<file path="config.mk">
export PLATFORM = sky130hd
export DESIGN_NAME = limb_div64by32_seq_flat
export DESIGN_NICKNAME = d
export VERILOG_FILES = /design/src/rtl/limb_div64by32_seq_if.sv /design/src/rtl/limb_div64by32_seq.sv /design/src/flat_wrapper.sv
export SDC_FILE = /design/constraint.sdc
export NUM_CORES = 1
export LEC_CHECK = 0
export BUFFER_PORTS_ARGS = -buffer_cell sky130_fd_sc_hd__buf_2
export CAP_MARGIN = 20
export CORE_MARGIN = 1.5
export CORE_UTILIZATION = 60
export CTS_CLUSTER_SIZE = 25
export DETAILED_ROUTE_END_ITERATION = 6
export GPL_TIMING_DRIVEN = 0
export PLACE_DENSITY = 0.93
export SETUP_SLACK_MARGIN = 0.5
export SKIP_CTS_REPAIR_TIMING = 1
export SYNTH_ARGS = -nofsm -noshare
export SYNTH_HDL_FRONTEND = slang
export SYNTH_SLANG_ARGS = --single-unit
export TNS_END_PERCENT = 100
</file>
<file path="constraint.sdc">
create_clock -name clk -period 5 [get_ports clk]
set_clock_uncertainty 0.05 [all_clocks]
set_input_delay 0.5 -clock clk [delete_from_list [all_inputs] [get_ports clk]]
set_output_delay 0.5 -clock clk [all_outputs]
set_load 0.005 [all_outputs]
</file>
<file path="src/rtl/limb_div64by32_seq_if.sv">
// Operand/result handshake bundle for limb_div64by32_seq.
// The abort input is present only when DIV_ABORT_EN is defined.
interface limb_div64by32_seq_if #(
  parameter int LIMB_W = 16
);
  logic              in_valid;
  logic              in_ready;
  logic [LIMB_W-1:0] y3, y2, y1, y0;
  logic [LIMB_W-1:0] b1, b0;
  logic              out_valid;
  logic              out_ready;
  logic [LIMB_W-1:0] q1, q0;
  logic [LIMB_W-1:0] rem1, rem0;
  logic              div_by_zero;
  logic              overflow;
`ifdef DIV_ABORT_EN
  logic              abort;

  modport master (
    output in_valid, y3, y2, y1, y0, b1, b0, out_ready, abort,
    input  in_ready, out_valid, q1, q0, rem1, rem0, div_by_zero, overflow
  );

  modport slave (
    input  in_valid, y3, y2, y1, y0, b1, b0, out_ready, abort,
    output in_ready, out_valid, q1, q0, rem1, rem0, div_by_zero, overflow
  );
`else
  modport master (
    output in_valid, y3, y2, y1, y0, b1, b0, out_ready,
    input  in_ready, out_valid, q1, q0, rem1, rem0, div_by_zero, overflow
  );

  modport slave (
    input  in_valid, y3, y2, y1, y0, b1, b0, out_ready,
    output in_ready, out_valid, q1, q0, rem1, rem0, div_by_zero, overflow
  );
`endif
endinterface

</file>
<file path="src/rtl/limb_div64by32_seq.sv">
// Sequential restoring divider: {y3,y2,y1,y0} / {b1,b0} -> {q1,q0}, {rem1,rem0}.
// Optional abort input enabled by defining DIV_ABORT_EN.
module limb_div64by32_seq #(
  parameter int LIMB_W         = 16,
  parameter int ITER_PER_CYCLE = 1
) (
  input logic                 clk,
  input logic                 rst_n,
  limb_div64by32_seq_if.slave bus
);
  localparam int DW    = 2 * LIMB_W;
  localparam int N     = DW / ITER_PER_CYCLE;
  localparam int CNT_W = $clog2(N) + 1;
  localparam logic [CNT_W-1:0] CNT_LAST = CNT_W'(N - 1);
  localparam logic [CNT_W-1:0] CNT_ZERO = {CNT_W{1'b0}};
  localparam logic [DW-1:0]    ALL_ZERO = {DW{1'b0}};
  localparam logic [DW-1:0]    ALL_ONES = {DW{1'b1}};

  typedef enum logic [1:0] {
    S_IDLE  = 2'd0,
    S_CHECK = 2'd1,
    S_RUN   = 2'd2,
    S_DONE  = 2'd3
  } state_e;

  state_e           state_r, state_s;
  logic [DW-1:0]    pr_r,  pr_s;   // partial remainder
  logic [DW-1:0]    sh_r,  sh_s;   // low dividend bits out at the top, quotient bits in at the bottom
  logic [DW-1:0]    dvs_r, dvs_s;
  logic [CNT_W-1:0] cnt_r, cnt_s;
  logic [DW-1:0]    q_r,   q_s;
  logic [DW-1:0]    rem_r, rem_s;
  logic             dz_r,  dz_s;
  logic             ovf_r, ovf_s;
  logic             ov_r,  ov_s;
  logic             ir_r,  ir_s;
  logic [DW-1:0]    step_pr_s, step_sh_s;
  logic             abort_s;

`ifdef DIV_ABORT_EN
  assign abort_s = bus.abort;
`else
  assign abort_s = 1'b0;
`endif

  // One restoring step; the DW+1-bit difference's top bit is the borrow, since pr < divisor.
  function automatic logic [2*DW-1:0] div_step(
    input logic [DW-1:0] pr,
    input logic [DW-1:0] sh,
    input logic [DW-1:0] dvs
  );
    logic [DW:0] trial;
    logic [DW:0] diff;
    trial = {pr, sh[DW-1]};
    diff  = trial - {1'b0, dvs};
    if (diff[DW]) begin
      div_step = {trial[DW-1:0], sh[DW-2:0], 1'b0};
    end else begin
      div_step = {diff[DW-1:0], sh[DW-2:0], 1'b1};
    end
  endfunction

  // Resolve ITER_PER_CYCLE quotient bits from the current partial remainder.
  always_comb begin
    step_pr_s = pr_r;
    step_sh_s = sh_r;
    for (int i = 0; i < ITER_PER_CYCLE; i++) begin
      {step_pr_s, step_sh_s} = div_step(step_pr_s, step_sh_s, dvs_r);
    end
  end

  // Next-state and next-datapath decode.
  always_comb begin
    state_s = state_r;
    pr_s    = pr_r;
    sh_s    = sh_r;
    dvs_s   = dvs_r;
    cnt_s   = cnt_r;
    q_s     = q_r;
    rem_s   = rem_r;
    dz_s    = dz_r;
    ovf_s   = ovf_r;
    ov_s    = ov_r;
    ir_s    = ir_r;
    case (state_r)
      S_IDLE: begin
        if (bus.in_valid) begin
          state_s = S_CHECK;
          pr_s    = {bus.y3, bus.y2};
          sh_s    = {bus.y1, bus.y0};
          dvs_s   = {bus.b1, bus.b0};
          ir_s    = 1'b0;
        end else begin
          ir_s    = 1'b1;
        end
      end
      S_CHECK: begin
        if (abort_s) begin
          state_s = S_IDLE;
          pr_s    = ALL_ZERO;
          sh_s    = ALL_ZERO;
          dvs_s   = ALL_ZERO;
          cnt_s   = CNT_ZERO;
          ir_s    = 1'b1;
        end else if (dvs_r == ALL_ZERO) begin
          state_s = S_DONE;
          dz_s    = 1'b1;
          q_s     = ALL_ONES;
          rem_s   = sh_r;
          ov_s    = 1'b1;
        end else if (pr_r >= dvs_r) begin
          state_s = S_DONE;
          ovf_s   = 1'b1;
          q_s     = ALL_ONES;
          rem_s   = ALL_ZERO;
          ov_s    = 1'b1;
        end else begin
          state_s = S_RUN;
          cnt_s   = CNT_ZERO;
        end
      end
      S_RUN: begin
        if (abort_s) begin
          state_s = S_IDLE;
          pr_s    = ALL_ZERO;
          sh_s    = ALL_ZERO;
          dvs_s   = ALL_ZERO;
          cnt_s   = CNT_ZERO;
          ir_s    = 1'b1;
        end else begin
          pr_s = step_pr_s;
          sh_s = step_sh_s;
          if (cnt_r == CNT_LAST) begin
            state_s = S_DONE;
            q_s     = step_sh_s;
            rem_s   = step_pr_s;
            ov_s    = 1'b1;
            cnt_s   = CNT_ZERO;
          end else begin
            cnt_s   = cnt_r + {{(CNT_W-1){1'b0}}, 1'b1};
          end
        end
      end
      S_DONE: begin
        if (bus.out_ready) begin
          state_s = S_IDLE;
          ov_s    = 1'b0;
          dz_s    = 1'b0;
          ovf_s   = 1'b0;
          ir_s    = 1'b1;
        end else begin
          state_s = S_DONE;
        end
      end
      default: begin
        state_s = S_IDLE;
        ov_s    = 1'b0;
        ir_s    = 1'b1;
      end
    endcase
  end

  // FSM state register.
  always_ff @(posedge clk or negedge rst_n) begin
    if (!rst_n) begin
      state_r <= S_IDLE;
    end else begin
      state_r <= state_s;
    end
  end

  // Datapath and registered outputs.
  always_ff @(posedge clk or negedge rst_n) begin
    if (!rst_n) begin
      pr_r  <= ALL_ZERO;
      sh_r  <= ALL_ZERO;
      dvs_r <= ALL_ZERO;
      cnt_r <= CNT_ZERO;
      q_r   <= ALL_ZERO;
      rem_r <= ALL_ZERO;
      dz_r  <= 1'b0;
      ovf_r <= 1'b0;
      ov_r  <= 1'b0;
      ir_r  <= 1'b1;
    end else begin
      pr_r  <= pr_s;
      sh_r  <= sh_s;
      dvs_r <= dvs_s;
      cnt_r <= cnt_s;
      q_r   <= q_s;
      rem_r <= rem_s;
      dz_r  <= dz_s;
      ovf_r <= ovf_s;
      ov_r  <= ov_s;
      ir_r  <= ir_s;
    end
  end

  assign bus.in_ready    = ir_r;
  assign bus.out_valid   = ov_r;
  assign bus.q1          = q_r[DW-1:LIMB_W];
  assign bus.q0          = q_r[LIMB_W-1:0];
  assign bus.rem1        = rem_r[DW-1:LIMB_W];
  assign bus.rem0        = rem_r[LIMB_W-1:0];
  assign bus.div_by_zero = dz_r;
  assign bus.overflow    = ovf_r;

endmodule
</file>
<file path="src/flat_wrapper.sv">
// flat-port wrapper written by rule: the top's interface ports become plain ports
module limb_div64by32_seq_flat 
#(
  parameter int LIMB_W         = 16,
  parameter int ITER_PER_CYCLE = 1
)
  (clk, rst_n, bus_in_valid, bus_y3, bus_y2, bus_y1, bus_y0, bus_b1, bus_b0, bus_out_ready, bus_in_ready, bus_out_valid, bus_q1, bus_q0, bus_rem1, bus_rem0, bus_div_by_zero, bus_overflow);
  limb_div64by32_seq_if #(.LIMB_W(LIMB_W)) bus_i ();
  input logic clk;
  input logic rst_n;
  input wire logic [$bits(bus_i.in_valid)-1:0] bus_in_valid;
  input wire logic [$bits(bus_i.y3)-1:0] bus_y3;
  input wire logic [$bits(bus_i.y2)-1:0] bus_y2;
  input wire logic [$bits(bus_i.y1)-1:0] bus_y1;
  input wire logic [$bits(bus_i.y0)-1:0] bus_y0;
  input wire logic [$bits(bus_i.b1)-1:0] bus_b1;
  input wire logic [$bits(bus_i.b0)-1:0] bus_b0;
  input wire logic [$bits(bus_i.out_ready)-1:0] bus_out_ready;
  output wire logic [$bits(bus_i.in_ready)-1:0] bus_in_ready;
  output wire logic [$bits(bus_i.out_valid)-1:0] bus_out_valid;
  output wire logic [$bits(bus_i.q1)-1:0] bus_q1;
  output wire logic [$bits(bus_i.q0)-1:0] bus_q0;
  output wire logic [$bits(bus_i.rem1)-1:0] bus_rem1;
  output wire logic [$bits(bus_i.rem0)-1:0] bus_rem0;
  output wire logic [$bits(bus_i.div_by_zero)-1:0] bus_div_by_zero;
  output wire logic [$bits(bus_i.overflow)-1:0] bus_overflow;
  assign bus_i.in_valid = bus_in_valid;
  assign bus_i.y3 = bus_y3;
  assign bus_i.y2 = bus_y2;
  assign bus_i.y1 = bus_y1;
  assign bus_i.y0 = bus_y0;
  assign bus_i.b1 = bus_b1;
  assign bus_i.b0 = bus_b0;
  assign bus_i.out_ready = bus_out_ready;
  assign bus_in_ready = bus_i.in_ready;
  assign bus_out_valid = bus_i.out_valid;
  assign bus_q1 = bus_i.q1;
  assign bus_q0 = bus_i.q0;
  assign bus_rem1 = bus_i.rem1;
  assign bus_rem0 = bus_i.rem0;
  assign bus_div_by_zero = bus_i.div_by_zero;
  assign bus_overflow = bus_i.overflow;
  limb_div64by32_seq #(.LIMB_W(LIMB_W), .ITER_PER_CYCLE(ITER_PER_CYCLE)) u_core (.clk(clk), .rst_n(rst_n), .bus(bus_i));
endmodule
</file>
**Word-level counts from Yosys, hierarchy flattened**

Cells that the tools add are included.

- Register bits after elaboration: 172
- Input port bits: 100
- Output and inout bits: 68
- Logic and storage cells: 78

- Add/sub/neg operators: 2
- Order comparisons: 1
- Equal/unequal tests: 12
- Mux-type cells: 35
- Bitwise operators: 1
- Reduce and logical (&&, ||, !) cells: 16

Operators with widths:

| operator | count |
|---|---|
| 2-to-1 mux 32 bit | 8 |
| one-hot mux 32 bit (2 select lines) | 4 |
| 2-to-1 mux 64 bit | 1 |
| subtractor 33 x 32 -> 33 bit | 1 |
| >= comparator 32 bit | 1 |
| zero test 32 bit | 1 |
| 2-to-1 mux 6 bit | 3 |
| one-hot mux 6 bit (2 select lines) | 1 |
| 2-to-1 mux 1 bit | 9 |
| AND reduction 3 bit | 3 |
| 2-to-1 mux 2 bit | 4 |
| inequality test 2 bit, second input constant | 4 |
| one-hot mux 2 bit (4 select lines) | 1 |
| AND reduction 2 bit | 4 |
| AND reduction 4 bit | 2 |
| adder 6 x 1 -> 6 bit, second input constant | 1 |
| == test 6 x 5 -> 1 bit, second input constant | 1 |
| inequality test 2 x 1 -> 1 bit, second input constant | 3 |
| one-hot mux 1 bit (2 select lines) | 3 |
| nonzero test 2 bit | 3 |
| == test 2 bit, second input constant | 2 |
| inequality test 3 x 1 -> 1 bit, second input constant | 1 |
| one-hot mux 1 bit (3 select lines) | 1 |
| nonzero test 3 bit | 1 |
| 4 further kinds | 4 |

**Longest topological paths before layout**

- Depth after elaboration: 4
- Depth in mapped cells: 14

**Worst setup path before layout**

No wires, ideal clock.

- Path type: flip-flop to flip-flop
- Start point: register u_core.sh_r[31]
- End point: register u_core.rem_r[0]
- Library setup time: 65 ps
- Data arrival time: 3097 ps
- Required time: 4885 ps
- Slack: 1787 ps
- Stages on the path, launching flop included: 15
- Cell sequence: dfrtp_1 inv_1 ha_1 inv_1 fa_1 a21o_1 a221oi_2 o21ai_2 a31o_1 a21oi_4 xor2_2 buf_4 mux2_1 o211ai_1 o21a_1

- Longest elaborated chain between the ends: 4

Ends and longest elaborated chain:

| what | RTL line | text |
|---|---|---|
| start: declaration | limb_div64by32_seq.sv:28 | `logic [DW-1:0] sh_r, sh_s;` |
| start signal: assignment | limb_div64by32_seq.sv:187 | `sh_r <= sh_s;` |
| subtractor 33 x 32 -> 33 bit | limb_div64by32_seq.sv:55 | `diff = trial - {1'b0, dvs};` |
| 2-to-1 mux 64 bit (*) | limb_div64by32_seq.sv:56 | `if (diff[DW]) begin` |
| 2-to-1 mux 32 bit (*) | limb_div64by32_seq.sv:133 | `if (cnt_r == CNT_LAST) begin` |
| one-hot mux 32 bit (2 select lines) (*) | limb_div64by32_seq.sv:85 | `case (state_r)` |
| end signal: assignment | limb_div64by32_seq.sv:191 | `rem_r <= rem_s;` |
| end: declaration | limb_div64by32_seq.sv:32 | `logic [DW-1:0] rem_r, rem_s;` |

Every way passes the cells marked *; elsewhere a longest branch is shown, timed or not. The select of a mux whose other input is x is not followed.
A chain may end at the register's enable or synchronous reset.

**Final worst setup path**

- Start point: register u_core.dvs_r[0]
- End point: register u_core.rem_r[26]

- Longest elaborated chain between the ends: 4

Ends and longest elaborated chain:

| what | RTL line | text |
|---|---|---|
| start: declaration | limb_div64by32_seq.sv:29 | `logic [DW-1:0] dvs_r, dvs_s;` |
| start signal: assignment | limb_div64by32_seq.sv:188 | `dvs_r <= dvs_s;` |
| subtractor 33 x 32 -> 33 bit | limb_div64by32_seq.sv:55 |  |
| 2-to-1 mux 64 bit | limb_div64by32_seq.sv:56 |  |
| 2-to-1 mux 32 bit | limb_div64by32_seq.sv:133 |  |
| one-hot mux 32 bit (2 select lines) | limb_div64by32_seq.sv:85 |  |

Parallel ways exist; a longest one is shown, timed or not. The select of a mux whose other input is x is not followed.

==> flow_summary.yaml <==
yosys:
  syn_inst: 1207
  synth_flop_cell: "sky130_fd_sc_hd__dfrtp_1"
  post_synthesis_average_cell_area_um2: 8.96
  synth_edf_count: 0
  synth_seq_cells: 172
  netlist_area_um2: 10800
  synth_cell_types: 66
  synthArstFlopShare_pct: 100
  syn-num-nets: 1377
  synth.yosys.warnings: 0
  synth-seq-area-share_pct: 39.8
clock_network:
  h-tree-depth: 4
  clkTransAtPathRegs_ns: 0.07
  clockRootBuffer: "sky130_fd_sc_hd__clkbuf_16"
  cts.sink_count: 172
  worstSkewPairLatency_ns: 0.45
  clk_path_buf_depth: 2
  tritoncts: "built"
  cts_made_buffers: 17
critical_path:
  slack_of_the_worst_reg_to_reg_path_ns: 1.06
  worst-setup-path-type: "reg -> reg"
  critical_path.max_fanout: 10
  endpoint_kind: "register"
  crit_required_ns: 5.32
  worstPathArrival_ns: 4.25
  worst_setup_path_start_kind: "register"
cells_and_area:
  final_cell_count_no_fill: 1632
  multi_input_area_um2: 5920
  layout.filler_cells: 1272
  flow.area_growth_from_synthesis_pct: 16.2
  final-seq-area_um2: 4310
  final_cell_mix: "171 x sky130_fd_sc_hd__buf_2, 171 x sky130_fd_sc_hd__dfrtp_1, 153 x sky130_fd_sc_hd__o21ai_0, 126 x sky130_fd_sc_hd__nand2_1, 83 x sky130_fd_sc_hd__a21oi_1"
  finalNetCount: 1564
  n_antenna_cell: 0
  drive_above_1_share_pct: 18.1
timing:
  timing.final.max_slew_violations: 0
  rsz_0062_raised_after_global_routing: "false"
  slew-limit-headroom_pct: 41.1
  finalSetupViolCount: 0
  max_freq_ghz: 0.254
  timing.hold.ws_ns: -0.0363
  fin_crit_sh_pct: 78.8
  timing_worst_slew_pin_value_ns: 0.884
  fin_setup_tns_ns: 0
  fin_crit_ns: 3.94
  hold_violations: 66
drt:
  drt_drc_violations_left: 0
  finalWirelength_um: 33300
  route.vias.total: 10512
  drt_first_pass_iters: 6
  route.detailed.wl_per_inst_um: 20.4
  via_per_inst: 6.44
  dr.first_iter.drc_count: 1096
  antenna_left: 0
run_status:
  violations: "hold timing"
  run_status: "complete, but fails checks"
grt:
  wire_length_of_the_first_global_routing_pass_um: 51800
  grt_antenna_before_repair: 0
  grt_remaining_overflow: 0
  grt_util_all_layers_pct: 36.1
  number_of_global_route_vias_before_repair: 10044
  grt_max_degree: 106
floorplanning:
  std_cell_rows: 48
  floorplan.io_pins: 168
  floorplan.initialDensity_pct: 61.9
  floorplan.die_area_um2: 18800
  chipHeight_um: 137
  die_w_um: 137
  coreArea_um2: 17500
placed_design:
  dp_cells: 1600
  io_buffer_count: 167
  place_hpwl_um: 24900
  gp_congestion: 0.902
job:
  maxCapViolCount: 0
hold_path:
  hold_path_class: "in -> async"
## layout make-up
type | instances | area share (%)
plain buffers | 69 | 2.26
clock buffers | 17 | 3.38
clock inverters | 15 | 1.37
inverters | 81 | 2.42
multi-input cells | 885 | 47.1
flip-flops and latches | 172 | 34.3
well taps | 225 | 2.24
repair buffers | 168 | 6.95
## routing by layer
layer | global-route usage (%) | share of wire [%] | vias to the layer above
met5 | 0 | 0 | -
met4 | 18.5 | 4.7 | 0
met3 | 5.81 | 10 | 129
met2 | 57.2 | 45 | 670
met1 | 48.0 | 40 | 4999
li1 | - | - | 4714
## kinds of logic (layout without fill, tap and decap cells)
family                   count (synthesis)  after routing  share of synthesized area [%]
adder cells (fa/ha/maj)                 70             70                           8.17
multiplexers                            85             85                           8.27
AO/OA/AOI/OAI                          420            420                           24.1
flip-flops                             172            172                           39.8
XOR/XNOR                                22             22                           2.02
buffers and inverters                  150            350                           5.44
AND/OR/NAND/NOR                        288            288                           12.1
## worst max-delay path, cell delays in order (launching register included)
cell                       delay, ns
sky130_fd_sc_hd__dfrtp_1        0.50
sky130_fd_sc_hd__ha_1           0.24
sky130_fd_sc_hd__inv_1          0.06
sky130_fd_sc_hd__fa_1           0.41
sky130_fd_sc_hd__a21o_1         0.24
sky130_fd_sc_hd__a221oi_2       0.38
sky130_fd_sc_hd__o21ai_2        0.18
sky130_fd_sc_hd__a31o_1         0.30
sky130_fd_sc_hd__a21oi_4        0.24
sky130_fd_sc_hd__xor2_2         0.12
sky130_fd_sc_hd__buf_4          0.20
sky130_fd_sc_hd__nor2_1         0.43
sky130_fd_sc_hd__o21ai_0        0.26
sky130_fd_sc_hd__a41oi_1        0.23
## cell usage after synthesis, drive strengths merged (3+ instances only)
| library cell | n | area [µm²] |
|---|---|---|
| dfrtp | 171 | 4280 |
| o21ai | 158 | 795 |
| nand2 | 126 | 473 |
| a21oi | 84 | 432 |
| inv | 81 | 304 |
| ha | 69 | 863 |
| nor2 | 57 | 214 |
| clkbuf | 53 | 199 |
| mux2i | 50 | 500 |
| a21o | 36 | 270 |
| mux2 | 35 | 394 |
| o211ai | 29 | 218 |
| o21a | 25 | 188 |
| nor3 | 19 | 95.1 |
| a31oi | 16 | 100 |
| buf | 16 | 85.1 |
| xnor2 | 15 | 150 |
| nand3 | 13 | 65.1 |
| nor4 | 13 | 81.3 |
| nand2b | 12 | 75.1 |
| a211oi | 11 | 82.6 |
| and3 | 10 | 62.6 |
| nand4 | 10 | 62.6 |
| o31ai | 9 | 67.6 |
| and2 | 8 | 50.1 |
| a21boi | 7 | 52.6 |
| a221oi | 7 | 80.1 |
| o21bai | 7 | 52.6 |
| xor2 | 7 | 68.8 |
| or3 | 6 | 37.5 |
| a22o | 4 | 35.0 |
| a41oi | 4 | 35.0 |
| nor2b | 4 | 25.0 |
| or2 | 4 | 25.0 |
| a311oi | 3 | 26.3 |
| o31a | 3 | 26.3 |
## worst paths after layout
| kind | startpoint | endpoint | cells after the start |
|---|---|---|---|
| min reg2reg | u_core.rem_r[6] | u_core.rem_r[6] | 1 |
| max | u_core.dvs_r[0] | u_core.rem_r[26] | 13 |
| min | rst_n | u_core.q_r[26] | 1 |
| max reg2reg | u_core.dvs_r[0] | u_core.rem_r[26] | 13 |
| max in group asynchronous | rst_n | u_core.dvs_r[15] | 2 |
| min in group clk | bus_b1[10] | u_core.dvs_r[26] | 2 |
## stage by stage
stage | setup slack [ns] | utilization (%) | hold slack (ns) | cell area, µm²
after floorplan | 1.79 | - | 0.154 | 10800
after global placement | 0.746 | 68.3 | 0.399 | 11900
after detailed placement | 1.21 | 68.5 | 0.431 | 12000
after CTS | 1.17 | 71.9 | -0.0126 | 12600
after global routing | 0.885 | 71.9 | 0.00800 | 12600
final | 1.06 | 71.9 | -0.0363 | 12600
## sequential cells by signal (all words and copies together) (netlist names), 2 cells and up
name / cells
u_core.rem_r: 32
u_core.dvs_r: 32
u_core.q_r: 32
u_core.sh_r: 32
u_core.pr_r: 32
u_core.cnt_r: 6
u_core.state_r: 2
Power is left out: the tool's default activity adds up to more than one toggle a clock period on the data nets, which glitch-free logic cannot reach.
